**src/rtl/sn_pipe.sv**
```systemverilog
`default_nettype none
// ============================================================================
// sn_pipe : pipelined odd-even transposition sorter, N lanes of WIDTH bits,
//           one register stage per comparator layer, valid/ready with stall.
//           Optional lane-index tagging: define SN_PIPE_INDEX_EN.
// Rev 1.0
// ============================================================================
module sn_pipe #(
  parameter int N      = 6,
  parameter int WIDTH  = 4,
  parameter int SIGNED = 0
`ifdef SN_PIPE_INDEX_EN
  ,
  localparam int IW    = $clog2(N)
`endif
) (
  input  logic                 clk,
  input  logic                 rst,
  input  logic                 in_valid,
  output logic                 in_ready,
  input  logic [N*WIDTH-1:0]   din,
  input  logic                 in_desc,
  output logic                 out_valid,
  input  logic                 out_ready,
  output logic [N*WIDTH-1:0]   dout,
  output logic                 out_desc
`ifdef SN_PIPE_INDEX_EN
  ,
  output logic [N*IW-1:0]      dout_idx
`endif
);

  localparam int VW = N * WIDTH;

  logic              advance;
  logic [VW-1:0]     data_q  [N];
  logic [VW-1:0]     data_in [N];
  logic [VW-1:0]     data_d  [N];
  logic [N-1:0]      valid_q;
  logic [N-1:0]      valid_in;
  logic [N-1:0]      desc_q;
  logic [N-1:0]      desc_in;

  function automatic logic gt(input logic [WIDTH-1:0] a, input logic [WIDTH-1:0] b);
    if (SIGNED != 0) return $signed(a) > $signed(b);
    return a > b;
  endfunction

  assign advance   = !valid_q[N-1] | out_ready;
  assign in_ready  = advance;
  assign out_valid = valid_q[N-1];
  assign dout      = data_q[N-1];
  assign out_desc  = desc_q[N-1];

  // Stage k's layer reads stage k-1; stage 0's layer reads the input port.
  assign valid_in   = {valid_q[N-2:0], in_valid};
  assign desc_in    = {desc_q[N-2:0], in_desc};
  assign data_in[0] = din;
  for (genvar k = 1; k < N; k++) begin : g_link
    assign data_in[k] = data_q[k-1];
  end

`ifdef SN_PIPE_INDEX_EN
  logic [N*IW-1:0]   tag_q   [N];
  logic [N*IW-1:0]   tag_in  [N];
  logic [N*IW-1:0]   tag_d   [N];
  logic [N*IW-1:0]   tag_init;

  always_comb begin
    tag_init = '0;
    for (int i = 0; i < N; i++) tag_init[i*IW +: IW] = IW'(i);
  end

  assign tag_in[0] = tag_init;
  for (genvar k = 1; k < N; k++) begin : g_tag_link
    assign tag_in[k] = tag_q[k-1];
  end
  assign dout_idx = tag_q[N-1];
`endif

  // Pairs within a layer are disjoint, so every compare reads the layer input.
  always_comb begin
    logic [WIDTH-1:0] lo;
    logic [WIDTH-1:0] hi;
    logic             swap;
    for (int k = 0; k < N; k++) begin
      data_d[k] = data_in[k];
`ifdef SN_PIPE_INDEX_EN
      tag_d[k]  = tag_in[k];
`endif
      for (int p = k % 2; p + 1 < N; p += 2) begin
        lo   = data_in[k][p*WIDTH +: WIDTH];
        hi   = data_in[k][(p+1)*WIDTH +: WIDTH];
        swap = desc_in[k] ? gt(hi, lo) : gt(lo, hi);
        if (swap) begin
          data_d[k][p*WIDTH +: WIDTH]     = hi;
          data_d[k][(p+1)*WIDTH +: WIDTH] = lo;
`ifdef SN_PIPE_INDEX_EN
          tag_d[k][p*IW +: IW]            = tag_in[k][(p+1)*IW +: IW];
          tag_d[k][(p+1)*IW +: IW]        = tag_in[k][p*IW +: IW];
`endif
        end
      end
    end
  end

  always_ff @(posedge clk or posedge rst) begin
    if (rst) begin
      valid_q <= '0;
      desc_q  <= '0;
      for (int k = 0; k < N; k++) data_q[k] <= '0;
    end else if (advance) begin
      valid_q <= valid_in;
      desc_q  <= desc_in;
      for (int k = 0; k < N; k++) data_q[k] <= data_d[k];
    end
  end

`ifdef SN_PIPE_INDEX_EN
  always_ff @(posedge clk or posedge rst) begin
    if (rst) begin
      for (int k = 0; k < N; k++) tag_q[k] <= '0;
    end else if (advance) begin
      for (int k = 0; k < N; k++) tag_q[k] <= tag_d[k];
    end
  end
`endif

endmodule
`default_nettype wire
```
**config.mk**
```make
export PLATFORM = sky130hd
export DESIGN_NAME = sn_pipe
export DESIGN_NICKNAME = d
export VERILOG_FILES = /design/src/rtl/sn_pipe.sv
export SDC_FILE = /design/constraint.sdc
export NUM_CORES = 1
export LEC_CHECK = 0
export CAP_MARGIN = 20
export CELL_PAD_IN_SITES_DETAIL_PLACEMENT = 1
export CELL_PAD_IN_SITES_GLOBAL_PLACEMENT = 1
export CORE_MARGIN = 4
export CORE_UTILIZATION = 51
export DETAILED_ROUTE_END_ITERATION = 8
export GPL_ROUTABILITY_DRIVEN = 0
export PLACE_DENSITY_LB_ADDON = 0.1
export SYNTH_ARGS = -nofsm -noshare
export SYNTH_HDL_FRONTEND = slang
export SYNTH_SLANG_ARGS = --single-unit
```
**constraint.sdc**
```tcl
create_clock -name clk -period 11 [get_ports clk]
set_input_delay 3.3 -clock clk [delete_from_list [all_inputs] [get_ports clk]]
set_output_delay 3.3 -clock clk [all_outputs]
set_load 0.05 [all_outputs]
```
# Word level (Yosys, flattened, before mapping)

Cells that the tools add are included.

Register bits: 156
Bits of input ports: 29

Magnitude comparators: 30
Mux-type cells: 30
Bitwise operators: 1
Reductions and logical operators: 1

Operators with widths:

| operator         | number |
|---|---|
| $gt A4 B4 Y1     | 30 |
| $mux W8          | 15 |
| $mux W1          | 15 |
| $logic_not A1 Y1 | 1 |
| $or A1 B1 Y1     | 1 |

# Longest topological paths before layout

Gate-level depths: netlist of the first run.

Depth in word-level cells: 3
Gate-level depth with buffers: 9
Gate-level depth less buffers: 7

# Least setup slack after synthesis of the first run

Ideal clock, no wire load.

Path type: in2out
Start: input port out_ready
End: output port in_ready
Arrival time: 4.563 ns
Slack: 3.137 ns
Stages on the path: 5
Cell sequence: nor2b_1 inv_1 buf_2 buf_1 clkbuf_1

Longest elaborated chain between the ends: 1

RTL lines:

| what            | RTL line | RTL |
|---|---|---|
| start, declared | 24       | `input logic out_ready,` |
| $or A1 B1 Y1    | 49       | `assign advance = !valid_q[N-1] \| out_ready;` |
| end, declared   | 20       | `output logic in_ready,` |

No other way between the ends.

# Final worst setup path of the first run

Ends and elaborated chain as after synthesis.

==> results.py, run 1 <==
metrics = {
    "grt": {
        "grt_pass1_vias": 7157,
        "grt_max_degree": 84,
        "overflow": 0,
        "grt_pass1_wl_mm": 36.5,
        "antenna_found_initial": 0,
        "grt_use_total": 0.247,
    },
    "placement": {
        "dp_hpwl_mm": 14.6,
        "io_buffers": 55,
        "place_area_um2": 8950,
    },
    "floorplan": {
        "ios": 56,
        "start_util": 0.521,
        "die_y_um": 136,
        "fp-row-count": 46,
        "core_um2": 15900,
        "die_area_um2": 18400,
        "die_w_um": 136,
    },
    "critical_path": {
        "crit_family": "buffers and inverters",
        "crit_chain": "clkdlybuf4s50_1, nor2b_4, inv_2, clkdlybuf4s50_1",
        "cp_slowest_cell": "clkdlybuf4s50_1",
        "crit_top_cell": "clkdlybuf4s50_1",
        "timing.rr.start": "valid_q[5]$_DFFE_PP0P_",
        "r2r_end": "data_d[68]$_DFFE_PP0P_",
        "cp-start-kind": "primary input",
        "rrSetupSlack_ps": 8460,
        "worstPathMaxFanout": 2,
        "cp.required_ps": 7700,
        "reg2regPathDepth": 5,
        "cp_num_buf_inv": 3,
        "cp_data_arrival_time_ps": 4710,
        "path_class": "in -> out",
        "endpoint_kind": "primary output",
        "max_stage_delay_ps": 790,
    },
    "min_path": {
        "holdPathEnd": "valid_q[4]$_DFFE_PP0P_",
        "worstHoldStart": "valid_q[4]$_DFFE_PP0P_",
        "min_path_cells": 2,
        "hp-class": "reg -> reg",
    },
    "power_and_ir_drop": {
        "powerDensity_nw_per_um2": 344,
        "ir_drop_uv": 146,
        "finalPower_w": 0.00328,
        "power.leakage_nw": 4.64,
    },
    "clock_tree": {
        "root_buffer": "clkbuf_16",
        "tritoncts.num_buffers": 17,
        "cts_hold_buf": 0,
        "cts_resized": 0,
        "post-cts-setup-buffer-count": 0,
        "cts_max_level": 4,
        "cts_num_sinks": 156,
        "cts_tree": "built",
        "worstSkewPairLatency_ps": 430,
        "cts_buffer_depth": 2,
        "clkTransAtPathRegs_ps": 60,
    },
    "drt": {
        "first_pass_iters": 5,
        "routedWlPerCell_um": 19.8,
        "ant_nets": 0,
        "drt_iter0_drc": 381,
        "vias_per_cell": 6.15,
        "drc": 0,
        "routed_wl_mm": 21.2,
        "dr_total_vias": 6594,
    },
    "cells_and_area": {
        "syn_to_final_growth_pct": 14.6,
        "final_common_cell": "dfrtp_1",
        "layout_common_cells": "dfrtp_1, nand2_1, a221o_1",
        "drive_above_1_share": 0.0596,
        "fin_nets": 932,
        "fin_area_um2": 9530,
        "antenna_cells": 0,
    },
    "sta": {
        "finalSetupTns_ps": 0,
        "hold_violations": 0,
        "drv_slew": 0,
        "grt_setup_unrepaired": "false",
        "finalSetupViolCount": 0,
        "slew_headroom": 0.389,
        "max_freq_ghz": 0.125,
        "finalClockSkew_ps": 6.12,
        "tightest_slew_ps": 916,
        "finalCritPeriodShare": 0.728,
        "finalCriticalPeriod_ps": 8010,
    },
    "synthesis": {
        "yosysWarnings": 0,
        "syn_inst": 806,
        "synth-seq-cells": 156,
        "synth.yosys.seq_area_share": 0.470,
        "syn-num-nets": 895,
        "syn_area_um2": 8310,
        "ys_types": 32,
        "syn_area_per_cell_um2": 10.3,
    },
    "outcome": {
        "status": "completed",
    },
    "run": {
        "drv_cap": 0,
    },
}
[synthesized netlist by cell type]
master	n	area (µm²)
dfrtp_1	156	3900
nand2_1	131	492
a221o_1	104	1040
inv_1	63	236
ha_1	60	751
and2_1	52	325
nor2_1	33	124
clkbuf_1	22	82.6
o21ai_0	17	85.1
a22oi_1	16	120
a21o_1	15	113
a21oi_1	15	75.1
a211oi_1	13	97.6
nor2b_1	12	75.1
and3_1	11	68.8
a41oi_1	9	78.8
a21oi_2	8	70.1
buf_6	8	90.1
o211a_1	8	80.1
or3b_1	8	70.1
buf_2	7	35.0
nand3_1	6	30.0
buf_1	5	18.8
and4b_1	4	40.0
mux2i_1	4	40.0
a2111oi_0	3	26.3
a211o_1	3	26.3
a211oi_2	3	37.5
a41o_1	3	30.0
nand4_1	3	18.8
o211ai_1	3	22.5
nand2b_1	1	6.26
[sequential cells by signal (all words and copies together), names as in the netlist]
name	count
valid_q	6
dout	24
desc_q	6
data_in	96
data_d	24
[worst register-to-register path: cells and delay by family, from the launching register on]
kind	cells	cell delay [ps]
buf+inv	2	1270
compound gates	2	650
flops	1	340
simple gates	1	150
[per-stage QoR]
step	utilization	setup WS, ps	std cells	hold WS, ps
after floorplan	-	3140	806	430
after global placement	0.562	2980	1040	441
after detailed placement	0.562	2980	1040	448
after CTS	0.598	2970	1072	461
after global routing	0.598	2930	1072	491
final	0.598	2990	1072	455
[final cells by class]
type	count	area, µm²
clock inverter	11	92.6
tap	216	270
sequential	156	3900
fill	1751	6410
timing repair buffer	60	588
clock buffer	21	480
multi-input combinational	545	3950
inverter	63	241
[per-layer routing]
metal / share of wire / up-vias / global-route usage / routed length, µm
li1: - / 3035 / - / -
met1: 0.43 / 3380 / 0.308 / 9080
met2: 0.52 / 134 / 0.431 / 11100
met3: 0.027 / 45 / 0.0449 / 578
met4: 0.023 / 0 / 0.0879 / 498
met5: 0 / - / 0 / 0
[cells by family after synthesis]
| logic type | share of synthesized area |
|---|---|
| buf+inv | 0.0557 |
| flops | 0.470 |
| simple gates | 0.150 |
| fa+ha+maj | 0.0903 |
| compound gates | 0.229 |
| mux | 0.00482 |
[power by group]
| group | switching [W] | total, W | internal, W |
|---|---|---|---|
| logic | 0.000951 | 0.00164 | 0.000686 |
| clock network | 0.000231 | 0.000563 | 0.000333 |
| registers | 0.000244 | 0.00108 | 0.000832 |
| total | 0.00143 | 0.00328 | 0.00185 |
[worst max-delay path by stage]
stage          startpoint       end  slack [ps]  depth (start not counted)
6_report        out_ready  in_ready        2990                          4
3_5_place_dp    out_ready  in_ready        2980                          4
4_1_cts         out_ready  in_ready        2970                          4
5_1_grt         out_ready  in_ready        2930                          4
2_1_floorplan   out_ready  in_ready        3140                          5
3_3_place_gp    out_ready  in_ready        2980                          4
(Power assumes the default switching activity.)
==> run 2, diff against run 1 <==
Settings changed: CORE_UTILIZATION 51 to 43.
Clock period 11 ns to 7.05 ns, I/O delays scaled along.
==> results.py, run 2 (synthesized netlist as in run 1, its figures left out) <==
metrics = {
    "clock_tree": {
        "clkTransAtPathRegs_ps": 60,
        "cts_resized": 0,
        "root_buffer": "clkbuf_16",
        "cts_num_sinks": 156,
        "cts_buffer_depth": 2,
        "tritoncts.num_buffers": 17,
        "post-cts-setup-buffer-count": 0,
        "cts_max_level": 4,
        "cts_hold_buf": 0,
        "cts_tree": "built",
        "worstSkewPairLatency_ps": 420,
    },
    "sta": {
        "hold_violations": 0,
        "finalCritPeriodShare": 0.722,
        "finalClockSkew_ps": 7.51,
        "drv_slew": 0,
        "worst_slack_ps": 1960,
        "finalSetupViolCount": 0,
        "max_freq_ghz": 0.196,
        "finalSetupTns_ps": 0,
        "tightest_slew_ps": 831,
        "slew_headroom": 0.446,
        "grt_setup_unrepaired": "false",
        "finalCriticalPeriod_ps": 5090,
    },
    "grt": {
        "grt_use_total": 0.198,
        "grt_max_degree": 114,
        "grt_pass1_wl_mm": 35.8,
        "antenna_found_initial": 0,
        "grt_pass1_vias": 7053,
        "overflow": 0,
    },
    "critical_path": {
        "crit_chain": "clkdlybuf4s50_1, nor2b_4, inv_2, buf_4",
        "timing.rr.start": "valid_q[5]$_DFFE_PP0P_",
        "crit_start": "out_ready",
        "cp_data_arrival_time_ps": 2980,
        "worstPathMaxFanout": 2,
        "max_stage_delay_ps": 460,
        "endpoint_kind": "primary output",
        "cp_slowest_cell": "clkdlybuf4s50_1",
        "cp-start-kind": "primary input",
        "path_class": "in -> out",
        "cp.required_ps": 4930,
    },
    "drt": {
        "vias_per_cell": 5.79,
        "drc": 0,
        "drt_iter0_drc": 390,
        "routed_wl_mm": 20.6,
        "ant_nets": 0,
        "first_pass_iters": 5,
        "routedWlPerCell_um": 18.5,
        "dr_total_vias": 6463,
    },
    "cells_and_area": {
        "fin_nets": 933,
        "fin_area_um2": 9650,
        "stdcell_count": 1117,
        "drive_above_1_share": 0.0618,
        "final_common_cell": "dfrtp_1",
        "fill_cells": 2053,
        "layout_common_cells": "dfrtp_1, nand2_1, a221o_1",
        "syn_to_final_growth_pct": 16.1,
        "largest_reg_flops": 96,
        "antenna_cells": 0,
    },
    "min_path": {
        "worstHoldStart": "valid_q[4]$_DFFE_PP0P_",
        "hp-class": "reg -> reg",
    },
    "power_and_ir_drop": {
        "powerDensity_nw_per_um2": 532,
        "power.leakage_nw": 4.67,
        "ir_drop_uv": 220,
    },
    "placement": {
        "pre_cts_ws_ps": 1980,
        "dp_cells": 1084,
        "dp_hpwl_mm": 14.5,
        "io_buffers": 55,
        "place_area_um2": 9010,
    },
    "floorplan": {
        "ios": 56,
        "die_y_um": 147,
        "die_w_um": 147,
        "core_um2": 18800,
        "start_util": 0.441,
        "die_area_um2": 21600,
        "fp-row-count": 50,
    },
    "run": {
        "drv_cap": 0,
    },
    "outcome": {
        "status": "completed",
    },
}
[run 2: power by group]
| part | switching [W] | internal (W) | total [W] |
|---|---|---|---|
| clock | 0.000375 | 0.000577 | 0.000952 |
| combinational | 0.00144 | 0.00107 | 0.00250 |
| sequential | 0.000379 | 0.00130 | 0.00168 |
| total | 0.00219 | 0.00294 | 0.00513 |
[run 2: worst paths after layout]
kind	to	slack [ps]	cells past startpoint
max in group asynchronous	data_d[0]$_DFFE_PP0P_	3730	4
max	in_ready	1960	4
min in group asynchronous	dout[5]$_DFFE_PP0P_	2050	2
max reg2reg	data_in[6]$_DFFE_PP0P_	4250	8
min reg2reg	valid_q[4]$_DFFE_PP0P_	460	2
min	valid_q[4]$_DFFE_PP0P_	460	2
[run 2: final cells by class]
cell class | instances | area (µm²) | area share
Inverter | 63 | 241 | 0.0250
Clock buffer | 19 | 453 | 0.0469
Sequential cell | 156 | 3900 | 0.404
Multi-Input combinational cell | 545 | 3950 | 0.409
Tap cell | 260 | 325 | 0.0337
Timing Repair Buffer | 61 | 613 | 0.0635
Clock inverter | 13 | 164 | 0.0170
[run 2: metal layers]
layer,track usage,share of wire,routed length (µm),up-vias
met5,0,0,0,-
met4,0.0568,0.013,275,0
met3,0.0373,0.027,567,29
met2,0.338,0.50,10400,117
met1,0.259,0.46,9430,3285
li1,-,-,-,3032
[run 2: worst max-delay path, delay by kind of cell]
kind,cells,cell delay (ps)
buffers and inverters,3,690
and+or+nand+nor,1,170
[run 2: through the flow]
stage                      util  power [W]  hold slack, ps
after global routing      0.513    0.00554             485
after detailed placement  0.478    0.00419             449
final                     0.513    0.00513             461
after floorplan               -    0.00358             430
after CTS                 0.511    0.00517             463
after global placement    0.478    0.00402             440
==> run 3, diff against run 2 <==
Settings changed: CORE_UTILIZATION 43 to 47.
Clock period 7.05 ns to 5.28 ns, I/O delays scaled along.
==> results.py, run 3 (synthesized netlist as in run 1, its figures left out) <==
metrics = {
    "critical_path": {
        "path_class": "in -> out",
        "worstPathMaxFanout": 2,
        "cp_num_buf_inv": 3,
        "cp_data_arrival_time_ps": 2430,
        "crit_chain": "clkdlybuf4s50_1, nor2b_4, inv_2, buf_4",
        "cp.required_ps": 3700,
        "cp_slowest_cell": "clkdlybuf4s50_1",
        "endpoint_kind": "primary output",
        "crit_family": "buffers and inverters",
        "max_stage_delay_ps": 440,
        "cp-start-kind": "primary input",
    },
    "cells_and_area": {
        "syn_to_final_growth_pct": 15.6,
        "drive_above_1_share": 0.0550,
        "largest_reg_flops": 96,
        "final_common_cell": "dfrtp_1",
        "fin_nets": 932,
        "layout_common_cells": "dfrtp_1, nand2_1, a221o_1",
        "multi_input_area_um2": 3950,
        "final-seq-area_um2": 3900,
        "finalCoreUtilization": 0.555,
        "antenna_cells": 0,
        "fill_cells": 1884,
        "stdcell_count": 1079,
    },
    "drt": {
        "routed.top_layer": "met4",
        "wl_met1_mm": 9.21,
        "met3WireLength_um": 638,
        "routedWlPerCell_um": 19.5,
        "drt_iter0_drc": 349,
        "ant_nets": 0,
        "drc": 0,
        "dr_wl_met2_mm": 10.8,
        "routed_wl_mm": 21.1,
        "dr_total_vias": 6485,
        "vias_per_cell": 6.01,
        "first_pass_iters": 5,
    },
    "sta": {
        "drv_slew": 0,
        "grt_setup_unrepaired": "false",
        "hold_violations": 0,
        "finalCritPeriodShare": 0.760,
        "max_freq_ghz": 0.249,
        "tightest_slew_ps": 689,
        "finalClockSkew_ps": 6.06,
        "finalCriticalPeriod_ps": 4010,
        "holdWs_ps": 461,
        "slew_headroom": 0.528,
        "finalSetupTns_ps": 0,
        "finalSetupViolCount": 0,
    },
    "floorplan": {
        "start_util": 0.480,
        "fp-row-count": 48,
        "core_um2": 17300,
        "die_y_um": 141,
        "ios": 56,
        "die_w_um": 141,
        "die_area_um2": 19900,
    },
    "min_path": {
        "hp-class": "reg -> reg",
    },
    "clock_tree": {
        "cts_buffer_depth": 2,
        "clkTransAtPathRegs_ps": 60,
        "post-cts-setup-buffer-count": 0,
        "worstSkewPairLatency_ps": 430,
        "root_buffer": "clkbuf_16",
        "tritoncts.num_buffers": 17,
        "cts_max_level": 4,
        "cts_tree": "built",
        "cts_num_sinks": 156,
        "cts_resized": 0,
        "cts_hold_buf": 0,
    },
    "grt": {
        "grt_pass1_wl_mm": 36.3,
        "overflow": 0,
        "grt_use_total": 0.225,
        "antenna_found_initial": 0,
        "grt_max_degree": 139,
        "grt_pass1_vias": 7082,
    },
    "outcome": {
        "status": "completed",
    },
    "power_and_ir_drop": {
        "finalPower_w": 0.00692,
        "power.leakage_nw": 4.67,
        "powerDensity_nw_per_um2": 721,
        "ir_drop_uv": 312,
    },
    "placement": {
        "io_buffers": 55,
        "dp_hpwl_mm": 14.3,
        "dp_cells": 1049,
    },
    "run": {
        "drv_cap": 0,
    },
}
==> run 3: worst register-to-register path, cell delays in order, from the launching register on <==
cell     delay [ps]
dfrtp_1         380
nor2b_4         140
inv_2            50
buf_4           350
buf_4           710
and3_1          480
a221o_1         210
==> run 3: metrics by stage <==
stage          instance area, µm²  worst slack (ps)
6_report                     9600              1270
5_1_grt                      9600              1220
4_1_cts                      9600              1250
3_5_place_dp                 8990              1260
3_3_place_gp                 8990              1270
2_1_floorplan                8310               849
==> run 3: final timing paths <==
kind	cells past startpoint	endpoint	slack, ps	start
worst max-delay path	4	in_ready	1270	out_ready
worst min-delay path	2	dout[3]$_DFFE_PP0P_	460	dout[3]$_DFFE_PP0P_
worst max register to register	6	data_d[48]$_DFFE_PP0P_	2890	valid_q[5]$_DFFE_PP0P_
worst min register to register	2	dout[3]$_DFFE_PP0P_	460	dout[3]$_DFFE_PP0P_
max in group asynchronous	3	data_d[70]$_DFFE_PP0P_	3090	rst
min in group asynchronous	3	dout[2]$_DFFE_PP0P_	1680	rst
==> run 3: final cells by class <==
class	count	share of cell area
clock buffers	23	0.0498
clock inverters	7	0.0143
inverters	63	0.0250
multi-input cells	545	0.411
flip-flops and latches	156	0.407
well taps	225	0.0293
repair buffers	60	0.0636
==> run 3: report_power, final <==
group | internal [W] | total [W] | switching [W]
clock | 0.000822 | 0.00129 | 0.000472
combinational | 0.00143 | 0.00339 | 0.00196
sequential | 0.00173 | 0.00224 | 0.000504
==> run 3: layer usage <==
| layer | global-route usage | vias up |
|---|---|---|
| met5 | 0 | - |
| met4 | 0.0816 | 0 |
| met3 | 0.0373 | 37 |
| met2 | 0.399 | 128 |
| met1 | 0.275 | 3286 |
| li1 | - | 3034 |
